## config.mk

```make
export PLATFORM = sky130hd
export DESIGN_NAME = if_id_skid_reg
export DESIGN_NICKNAME = d
export VERILOG_FILES = /design/src/rtl/if_id_skid_reg.sv
export SDC_FILE = /design/constraint.sdc
export NUM_CORES = 1
export LEC_CHECK = 0
export ABC_AREA = 1
export CORE_ASPECT_RATIO = 1.4
export CORE_UTILIZATION = 47
export DETAILED_ROUTE_END_ITERATION = 10
export PLACE_DENSITY = 0.77
export SLEW_MARGIN = 30
export SYNTH_ARGS = -nofsm -noshare
export SYNTH_HDL_FRONTEND = slang
export SYNTH_SLANG_ARGS = --single-unit
```

## constraint.sdc

```tcl
create_clock -name clk -period 1.4 [get_ports clk]
set_input_delay 0.21 -clock clk [delete_from_list [all_inputs] [get_ports clk]]
set_output_delay 0.21 -clock clk [all_outputs]
set_load 0.05 [all_outputs]
```

## src/rtl/if_id_skid_reg.sv

```systemverilog
// IF/ID pipeline register with a valid/ready handshake and a 2-entry skid buffer.
// Carries {pc, inst} from fetch to decode. Flush empties the buffer and shows a NOP bubble.
module if_id_skid_reg #(
   parameter int unsigned       PC_W     = 32,
   parameter int unsigned       INST_W   = 32,
   parameter logic [INST_W-1:0] NOP_INST = INST_W'(32'h0000_0013),
   parameter logic [PC_W-1:0]   RESET_PC = '0
) (
   input  logic              clk,
   input  logic              rst,
   input  logic              in_valid,
   output logic              in_ready,
   input  logic [PC_W-1:0]   in_pc,
   input  logic [INST_W-1:0] in_inst,
   input  logic              flush,
   output logic              out_valid,
   input  logic              out_ready,
   output logic [PC_W-1:0]   out_pc,
   output logic [INST_W-1:0] out_inst,
   output logic [1:0]        count
);

   // The state encoding equals the occupancy, so count is the state register.
   localparam logic [1:0] StEmpty = 2'd0;
   localparam logic [1:0] StOne   = 2'd1;
   localparam logic [1:0] StFull  = 2'd2;

   logic [1:0]        state_q, state_d;
   logic              in_ready_q, in_ready_d;
   logic              out_valid_q, out_valid_d;
   logic [PC_W-1:0]   main_pc_q, main_pc_d;
   logic [INST_W-1:0] main_inst_q, main_inst_d;
   logic [PC_W-1:0]   skid_pc_q, skid_pc_d;
   logic [INST_W-1:0] skid_inst_q, skid_inst_d;
   logic              in_xfer, out_xfer;

   assign in_xfer  = in_valid & in_ready_q;
   assign out_xfer = out_valid_q & out_ready;

   // Next-state and datapath steering; flush overrides and keeps the head so out_pc holds.
   always_comb begin
      state_d     = state_q;
      main_pc_d   = main_pc_q;
      main_inst_d = main_inst_q;
      skid_pc_d   = skid_pc_q;
      skid_inst_d = skid_inst_q;
      if (flush) begin
         state_d = StEmpty;
      end else begin
         case (state_q)
            StEmpty: begin
               if (in_xfer) begin
                  state_d     = StOne;
                  main_pc_d   = in_pc;
                  main_inst_d = in_inst;
               end
            end
            StOne: begin
               if (in_xfer && !out_xfer) begin
                  state_d     = StFull;
                  skid_pc_d   = in_pc;
                  skid_inst_d = in_inst;
               end else if (!in_xfer && out_xfer) begin
                  state_d = StEmpty;
               end else if (in_xfer && out_xfer) begin
                  main_pc_d   = in_pc;
                  main_inst_d = in_inst;
               end
            end
            StFull: begin
               if (out_xfer) begin
                  state_d     = StOne;
                  main_pc_d   = skid_pc_q;
                  main_inst_d = skid_inst_q;
               end
            end
            default: state_d = StEmpty;
         endcase
      end
      in_ready_d  = (state_d != StFull);
      out_valid_d = (state_d != StEmpty);
   end

   // State, handshake flags and entry storage; reset discards both entries at once.
   always_ff @(posedge clk or negedge rst) begin
      if (!rst) begin
         state_q     <= StEmpty;
         in_ready_q  <= 1'b1;
         out_valid_q <= 1'b0;
         main_pc_q   <= RESET_PC;
         main_inst_q <= NOP_INST;
         skid_pc_q   <= RESET_PC;
         skid_inst_q <= NOP_INST;
      end else begin
         state_q     <= state_d;
         in_ready_q  <= in_ready_d;
         out_valid_q <= out_valid_d;
         main_pc_q   <= main_pc_d;
         main_inst_q <= main_inst_d;
         skid_pc_q   <= skid_pc_d;
         skid_inst_q <= skid_inst_d;
      end
   end

   assign in_ready  = in_ready_q;
   assign out_valid = out_valid_q;
   assign out_pc    = main_pc_q;
   assign out_inst  = out_valid_q ? main_inst_q : NOP_INST;
   assign count     = state_q;

endmodule

```

==> summary.md, run 1 <==
| Metric | Value |
|---|---|
| Placer Congestion | `0.799` |
| Fin. max-slew vios | `0` |
| Largest net degree at the start of global routing | `65` |
| Vias per cell | `5.49` |
| YS warnings | `0` |
| R2r endpoint | `main_inst_q[8]` |
| IO buf count | `136` |
| Slew @ Worst Pin | `a little over 300 ps` |
| Seq pwr share | `0.312` |
| Fin. Hold Viols | `0` |
| Fill count | `between 600 and 700` |
| Global Route Usage Sum | `0.296` |
| Cell family with most CP delay | `simple AND/OR/NAND/NOR gates` |
| Synth top area cells | `dfrtp_1 48%, nand2_1 13%, nand3_2 6.1%` |
| CP bufs+invs | `2` |
| Fin Clk Skew | `about 11 ps` |
| R2R Setup Slk | `-300 ps` |
| H-Tree Depth | `4` |
| Slew headroom | `0.795` |
| WP data arrival | `~2000 ps` |
| Maxcap violations | `0` |
| Worst R2R Path Depth | `9` |
| Post-synth top area cell | `dfrtp_1` |
| Syn Area/Cell | `around 8.2 um2` |
| FMAX | `roughly 590 MHz` |
| Largest family of logic cells by synthesized area | `simple AND/OR/NAND/NOR gates` |
| Critical path required time | `roughly 1700 ps` |
| Pwr/cell area | `2100 nW/um2` |
| Setup TNS | `-33740 ps` |
| Crit. End Element | `register` |
| Total core area | `around 13000 um2` |
| Final nets | `around 1000` |
| Crit-path cells | `nand2_4, nand2_2, nand2_2, nor2_4, nand2_8, buf_12, clkbuf_16, nand2_2, nand2_1` |
| Post-synth top area share | `0.479` |
| TritonCTS buffer count | `17` |
| Clock Pin Slew Worst Setup and Hold Paths | `roughly 70 ps` |
| Root Buffer | `clkbuf_16` |
| Syn nets | `between 800 and 900` |
| Pwr Total | `around 23000 uW` |
| DR iter-0 viols | `about 340` |
| Fin crit share | `1.21` |
| Total vias in the final route | `6358` |
| First-pass DRT Iterations | `5` |
| Net Sw Frac | `0.402` |
| Starting Density | `0.486` |
| Critical path's largest stage delay | `between 500 and 600 ps` |
| Critical path launch point type | `register` |
| Final setup margin | `-297 ps` |
| Io pins | `137` |
| Die Width | `between 100 and 150 um` |
| Distinct cell type count after synthesis | `22` |
| Detailed-route wire length per cell | `19.8 um` |
| RSZ-0062 raised after global routing | `true` |
| Antenna diode count | `0` |
| Cell-internal power | `14000 uW` |
| Clk pwr share | `0.219` |
| CTS tree | `yes` |
| Critical Path Stages | `9` |
| Register area share after synthesis | `0.507` |
| Post-synthesis xor/xnor area fraction | `0` |
| Die area | `14400 um2` |
| CTS sink cnt | `approximately 130` |
| Static Leak | `about 0.0053 uW` |
| Yosys reg bits | `~130` |
| Post-Synthesis Cell Area | `between 6000 and 7000 um2` |
| Routed WL | `about 23000 um` |
| Area delta synth->final | `70.8%` |
| Clk buf depth | `2` |
| Setup Viol. Count Final | `between 150 and 200` |
| Cell repeated most along the worst path | `nand2_2` |
| Antenna violations before repair | `0` |
| Global route overflow | `0` |
| Synth Area in Simple Gates | `0.265` |
| Multi-input gate area | `3300 um2` |
| Post-DP HPWL | `10700 um` |
| First-pass GRT wire length | `31900 um` |
| Status | `finished, violations left` |
| Area share of fa/ha/maj cells after synthesis | `0` |
| Violated checks | `negative setup slack` |
| HP Class | `input pin to async pin` |
| ANT nets after route | `0` |
| Site row count | `50` |
| Die span in y | `142 um` |
| Drc violations | `0` |
| Tightest hold margin | `between 200 and 250 ps` |
| Comb power frac | `0.469` |
| Vias in the first global route | `about 6300` |
| Min Tclk post-route | `between 1500 and 2000 ps` |
| Post-synthesis mux area share | `0` |
| Clock latency on the worst-skew pair | `between 400 and 500 ps` |
| Syn Inst Count | `793` |
| WS Path Type | `register to register` |
| Layout cells sized above 1 | `0.465` |
| Worst vdd ir | `1310 uV` |
| Crit-path max FO | `5` |
| Worst path slowest cell | `dfstp_2` |
| Net Sw Power | `between 9000 and 10000 uW` |
| Core Util, Final | `0.830` |
| Compound-Gate Fraction of Synth Area | `0.106` |
| Register area | `3320 um2` |
| Reg-to-reg startpoint | `in_ready` |
## synthesized netlist by cell type, drive strengths merged
library cell,number
a21oi,65
buf,47
clkbuf,5
dfrtp,125
dfstp,7
inv,103
nand2,238
nand3,68
nor2,70
o21ai,65
## metal layers
metal  GRT usage  routed length (um)  vias to the layer above
li1            -                   -                     2817
met1       0.323                7750                     3099
met2       0.535               12400                      328
met3      0.0616                1280                      114
met4       0.146                1450                        0
met5           0                   0                        -
## worst max-delay path by stage
stage / end / start / slack, ps
floorplan: out_pc[0] / in_ready / -190
global placement: out_pc[29] / out_ready / -280
CTS: out_inst[18] / out_valid / -220
finish: main_inst_q[8] / in_ready / -300
detailed placement: out_pc[24] / out_ready / -330
global route: main_inst_q[23] / in_ready / -360
## metrics by stage
stage | setup slack (ps) | area (um2) | instances
floorplan | -188 | 6820 | 793
global placement | -283 | 8930 | 1091
CTS | -221 | 10400 | 1150
finish | -297 | 11200 | 1158
global route | -356 | 11200 | 1158
detailed placement | -327 | 8930 | 1091
## state kept, by name (all words and copies together), names as in the netlist
signal       count
main_inst_q     32
out_pc          32
skid_inst_q     32
skid_pc_q       32
count            2
in_ready         1
out_valid        1
## area by class of cell
| cell class | instances | share of cell area |
|---|---|---|
| flip-flops and latches | 132 | 0.297 |
| multi-input cells | 507 | 0.295 |
| repair buffers | 202 | 0.283 |
| clock buffers | 22 | 0.0434 |
| inverters | 103 | 0.0434 |
| well taps | 182 | 0.0204 |
| clock inverters | 10 | 0.0173 |
## placed cells by master (no fill, tap or decap), types with 5 or more instances in the layout
cell             count
a21oi_1             36
a21oi_2             29
buf_12              87
buf_16              10
buf_4               13
buf_6               14
buf_8                5
bufinv_16            5
clkbuf_16           21
clkdlybuf4s50_1     67
clkinvlp_4          27
dfrtp_1            122
dfstp_2              7
inv_1               72
inv_2                5
nand2_1            126
nand2_2             80
nand2_4             31
nand3_1             22
nand3_2             45
nor2_1              36
nor2_2               8
nor2_4              26
o21ai_0             24
o21ai_1             15
o21ai_2             23
## worst reg2reg max path, cell delays in order, from the launching register on
cell,delay [ps]
dfstp_2,550
nand2_4,90
nand2_2,80
nand2_2,70
nor2_4,240
nand2_8,130
buf_12,160
clkbuf_16,160
nand2_2,50
nand2_1,50
## logic make-up after synthesis
logic type             after synthesis
and+or+nand+nor                    376
buffers and inverters              155
DFF                                132
AOI/OAI and AO/OA                  130
## power by group through the flow
| stage | Clock [uW] | Sequential [uW] | Combinational, uW |
|---|---|---|---|
| floorplan | 0 | 7950 | 3810 |
| global placement | 0 | 6780 | 8850 |
| detailed placement | 0 | 6840 | 9080 |
| CTS | 5100 | 6940 | 9920 |
| global route | 5320 | 7430 | 11500 |
| finish | 5130 | 7320 | 11000 |
## repair_timing
action,CTS,global route
gates resized for setup,87,197
hold buffers,1,0
pin swaps,4,26
cloned,15,4
setup buffers,12,10
endpoints found under the setup margin,162,164
hold endpoints to repair,103,0
(Power assumes the default switching activity.)
==> run 2, diff against run 1 <==
Settings changed: CTS_CLUSTER_SIZE from default to 24.
==> results of run 2 <==
No change in the layout: final DEF, timing and power equal those of run 1.
==> patch 1 (config.mk and constraints of run 2) <==
Set the parameter `INST_W` to 64 (it was 32).
--- a/src/rtl/if_id_skid_reg.sv
+++ b/src/rtl/if_id_skid_reg.sv
@@ -2,7 +2,7 @@
 // Carries {pc, inst} from fetch to decode. Flush empties the buffer and shows a NOP bubble.
 module if_id_skid_reg #(
    parameter int unsigned       PC_W     = 32,
-   parameter int unsigned       INST_W   = 32,
+   parameter int unsigned       INST_W   = 64,
    parameter logic [INST_W-1:0] NOP_INST = INST_W'(32'h0000_0013),
    parameter logic [PC_W-1:0]   RESET_PC = '0
 ) (
Ports: changed (resized in_inst and out_inst); port bits go from 137 to 201. The function was not compared with the original's and may differ.
==> patch 1 against run 2 <==
The run still ends with setup timing left. Design area up 58%. Worst hold slack gained 7.1 ps. Setup slack worse by 430 ps. First-iteration DRC count increased to 4.9 times the old value. Power rose by 51%. Wire length up 130%. Synthesized area grew 40%. Sequential cell count is 64 higher.
==> patch 1: results <==
metrics = {
    "outcome": {
        "failed_checks": "setup timing",
        "outcome": "complete, but fails checks",
    },
    "drt": {
        "wl_met2_mm": 24.1,
        "wl_per_cell_um": 29.9,
        "viasPerCell": 6.55,
        "wl_met1_mm": 16.0,
    },
    "worst_setup_path": {
        "critical_path_arrival_ps": 2450,
        "crit_fanout": 7,
        "r2r_cells": 10,
        "r2r_start": "out_valid$_DFF_PN0_",
        "timing.rr.end": "main_inst_q[48]$_DFFE_PN0P_",
    },
    "sta": {
        "fin_skew_ps": 12.7,
        "worst_pin_slew_ps": 616,
        "setup_violations": 262,
        "fin_ws_ps": -725,
    },
    "logic_synthesis": {
        "syn-num-nets": 1305,
        "synth.area.top_cells": "dfrtp_1, nand2_1, inv_1, nand3_1, a21oi_1",
        "syn_inst": 1204,
        "synth-compound-area-share_pct": 10.6,
        "synth_cell_types": 16,
    },
    "global_routing": {
        "grtUsageMet2_pct": 67.3,
        "grt_pass1_vias": 10900,
        "grt_pass1_wl_mm": 60.6,
        "grt_util_met1_pct": 42.0,
        "use_met3_pct": 9.98,
        "grt_usage_pct": 40.4,
        "antenna_found_initial": 2,
    },
    "placed_design": {
        "gp_congestion": 0.770,
        "portBuffers": 200,
        "dp_slack_ps": -362,
        "dp_cells": 1615,
    },
    "power": {
        "leakage_nw": 8.24,
        "ir_worst_vdd_v": 0.00148,
    },
    "cts": {
        "clkLatencyLatePin_ps": 450,
    },
}
[patch 1: cell types whose count changed in the layout (fill, tap and decap cells not counted), sizes merged, moves of 34 or more]
cell / before / now
nand2: 238 / 367
buf: 129 / 227
dfrtp: 125 / 189
inv: 79 / 113
[patch 1: repair_timing]
action | in CTS | in global routing
resized for setup | 325 | 359
pin swaps | 70 | 71
buffers inserted | 39 | 22
hold buffers | 1 | 0
cloned | 50 | 7
endpoints found under the hold margin | 100 | 0
setup endpoints to repair | 258 | 260
[patch 1: where the power goes]
part           internal [W]  switching [W]
clock network       0.00293        0.00242
logic               0.00811         0.0103
registers           0.00837        0.00320
[patch 1: area by class of cell]
class | instances | area (um2) | area share [%]
Antenna cell | 2 | 5.00 | 0.0283
Clock buffer | 21 | 460 | 2.61
Clock inverter | 11 | 150 | 0.850
Inverter | 167 | 847 | 4.80
Multi-Input combinational cell | 763 | 5390 | 30.5
Sequential cell | 196 | 4920 | 27.8
Tap cell | 248 | 310 | 1.76
Timing Repair Buffer | 334 | 5580 | 31.6
[patch 1: worst min-delay path by stage]
| stage | from | to | slack [ps] | depth (start not counted) |
|---|---|---|---|---|
| floorplan | rst | count[0]$_DFF_PN0_ | -90 | 0 |
| global placement | rst | main_inst_q[42]$_DFFE_PN0P_ | 100 | 1 |
| detailed placement | rst | main_inst_q[43]$_DFFE_PN0P_ | 100 | 1 |
| CTS | rst | main_inst_q[43]$_DFFE_PN0P_ | 210 | 2 |
| global route | rst | main_inst_q[35]$_DFFE_PN0P_ | 240 | 2 |
| finish | rst | main_inst_q[35]$_DFFE_PN0P_ | 220 | 2 |
[patch 1: worst max-delay path, delay by kind of cell (launching register included)]
family        cells  cell delay, ps
flops             1             460
buf+inv           3             470
simple gates      7            1050
==> patch 2 (flow settings as in run 2) <==
Made on the original files. Register the output `count` once more, with the module's reset; this adds one clock of latency there. The other outputs are not delayed to match.
--- a/src/rtl/if_id_skid_reg.sv
+++ b/src/rtl/if_id_skid_reg.sv
@@ -106,7 +106,13 @@
    assign out_valid = out_valid_q;
    assign out_pc    = main_pc_q;
    assign out_inst  = out_valid_q ? main_inst_q : NOP_INST;
-   assign count     = state_q;
+   always_ff @(posedge clk or negedge rst) begin
+      if (!rst) begin
+         count <= '0;
+      end else begin
+         count <= state_q;
+      end
+   end
 
 endmodule
 
Behaviour: not the same (a bounded check fails within 4 cycles, from zero or initial values and one cycle with rst low).
==> patch 2 against run 2 <==
The run still ends with setup timing left. Sequential share of layout area is 1.8 points higher. Power decreased by 3.9%. Setup slack worse by 100 ps. Wire length is essentially flat. Sequential cell count rose by 2. Design area is 4.4% lower. Synthesized area down 4.5%. Cell count is 2.2% lower. Worst hold slack improved by 27 ps. Critical endpoint is now out_pc[21]$_DFFE_PN0P_. Largest cell class unchanged. Highest routed layer unchanged.
==> patch 2: results <==
metrics = {
    "worst_setup_path": {
        "crit_family": "simple AND/OR/NAND/NOR gates",
        "critical_path_arrival_ps": 2150,
        "slowest_stage": "dfstp_2",
        "slowest_delay_ps": 560,
        "crit_fanout": 7,
    },
    "global_routing": {
        "grt_pass1_vias": 6156,
        "grt_start_max_net_pins": 50,
        "grt_usage_pct": 30.7,
        "antenna_found_initial": 0,
        "grt_pass1_wl_mm": 31.9,
    },
    "sta": {
        "fin_hold_ws_ps": 238,
        "setup_tns_ps": -34130,
        "worst_pin_slew_ps": 332,
        "setup_violations": 162,
        "fin_skew_ps": 8.69,
        "fin_ws_ps": -401,
    },
    "placed_design": {
        "gp_congestion": 0.842,
        "placed_area_mm2": 0.00866,
        "portBuffers": 136,
        "dpl.hpwl_mm": 10.1,
    },
    "cts": {
        "clkLatencyLatePin_ps": 420,
        "cts_htree_levels": 4,
        "numCtsBuffers": 17,
        "clockBufferDepth": 2,
        "path_clk_slew_ps": 60,
        "root_buffer": "clkbuf_16",
    },
    "drt": {
        "wl_per_cell_um": 20.2,
        "drt_first_iter_violations": 548,
        "routed-via-count": 6362,
        "drt_first_pass_iters": 5,
    },
    "hold_path": {
        "hold_path_class": "input pin to async pin",
    },
    "logic_synthesis": {
        "synth_ff_type": "dfrtp_1",
        "synth.area.top_cells": "dfrtp_1, nand2_1, inv_1, nand3_1, a21oi_1",
        "ys_seq_area_share_pct": 53.9,
        "synth_common_cells": "nand2_1, dfrtp_1, inv_1",
        "syn-num-nets": 864,
        "synth_cell_types": 17,
        "async_reset_ff_share_pct": 100,
        "yosysWarnings": 0,
    },
    "outcome": {
        "failed_checks": "setup timing",
        "outcome": "complete, but fails checks",
    },
    "power": {
        "leakage_nw": 5.20,
        "ir_worst_vdd_v": 0.00146,
    },
    "final_layout": {
        "finalNetCount": 1037,
        "drive_gt1_share_pct": 36.1,
        "diodes": 0,
    },
}
[patch 2: final timing paths]
| check | start | endpoint | depth (start not counted) |
|---|---|---|---|
| min in group clk | in_inst[4] | skid_inst_q[4]$_DFFE_PN1P_ | 3 |
| worst max register to register | in_ready$_DFF_PN1_ | out_pc[21]$_DFFE_PN0P_ | 9 |
| worst min register to register | state_q[1]$_DFF_PN0_ | count[1]$_DFF_PN0_ | 0 |
| worst max-delay path | in_ready$_DFF_PN1_ | out_pc[21]$_DFFE_PN0P_ | 9 |
| max in group asynchronous | rst | state_q[0]$_DFF_PN0_ | 3 |
| worst min-delay path | rst | skid_pc_q[8]$_DFFE_PN0P_ | 2 |
[patch 2: timing repair]
item / 4_1_cts / 5_1_grt
hold buffers: 1 / 0
cloned: 17 / 10
pin swaps: 19 / 23
hold endpoints to repair: 52 / 0
gates resized for setup: 91 / 127
buffers inserted: 15 / 8
endpoints found under the setup margin: 159 / 164
[patch 2: report_power, final]
group | switching [W] | internal (W) | total [W]
Clock | 0.00179 | 0.00276 | 0.00455
Combinational | 0.00574 | 0.00491 | 0.0106
Sequential | 0.00163 | 0.00571 | 0.00735
[patch 2: per-layer routing]
layer	vias to the layer above	share of wire (%)	routed length (um)	GRT usage [%]
li1	2827	-	-	-
met1	3055	33	7580	34.5
met2	379	53	12200	53.2
met3	101	7.0	1610	6.57
met4	0	6.5	1490	17.9
met5	-	0	0	0
[patch 2: worst register-to-register path, delay by kind of cell, from the launching register on]
kind,cells,cell delay (ps)
flip-flops,1,560
AND/OR/NAND/NOR,6,720
buffers and inverters,3,450
[patch 2: logic make-up after synthesis]
logic type	synth area share (%)
AOI/OAI and AO/OA	10.5
and+or+nand+nor	24.3
buffers and inverters	11.3
DFF	53.9
[patch 2: layout make-up]
cell class / instances / area (um2)
Clock buffer: 20 / 467
Sequential cell: 134 / 3370
Inverter: 103 / 484
Clock inverter: 11 / 125
Timing Repair Buffer: 205 / 3270
Multi-Input combinational cell: 507 / 2770
Tap cell: 153 / 191
Fill cell: 662 / 2200
[patch 2: metrics by stage]
step	std cells	setup slack, ps
after global routing	1133	-406
after floorplan	795	-161
after detailed placement	1061	-325
after global placement	1061	-288
after CTS	1125	-251
final	1133	-401
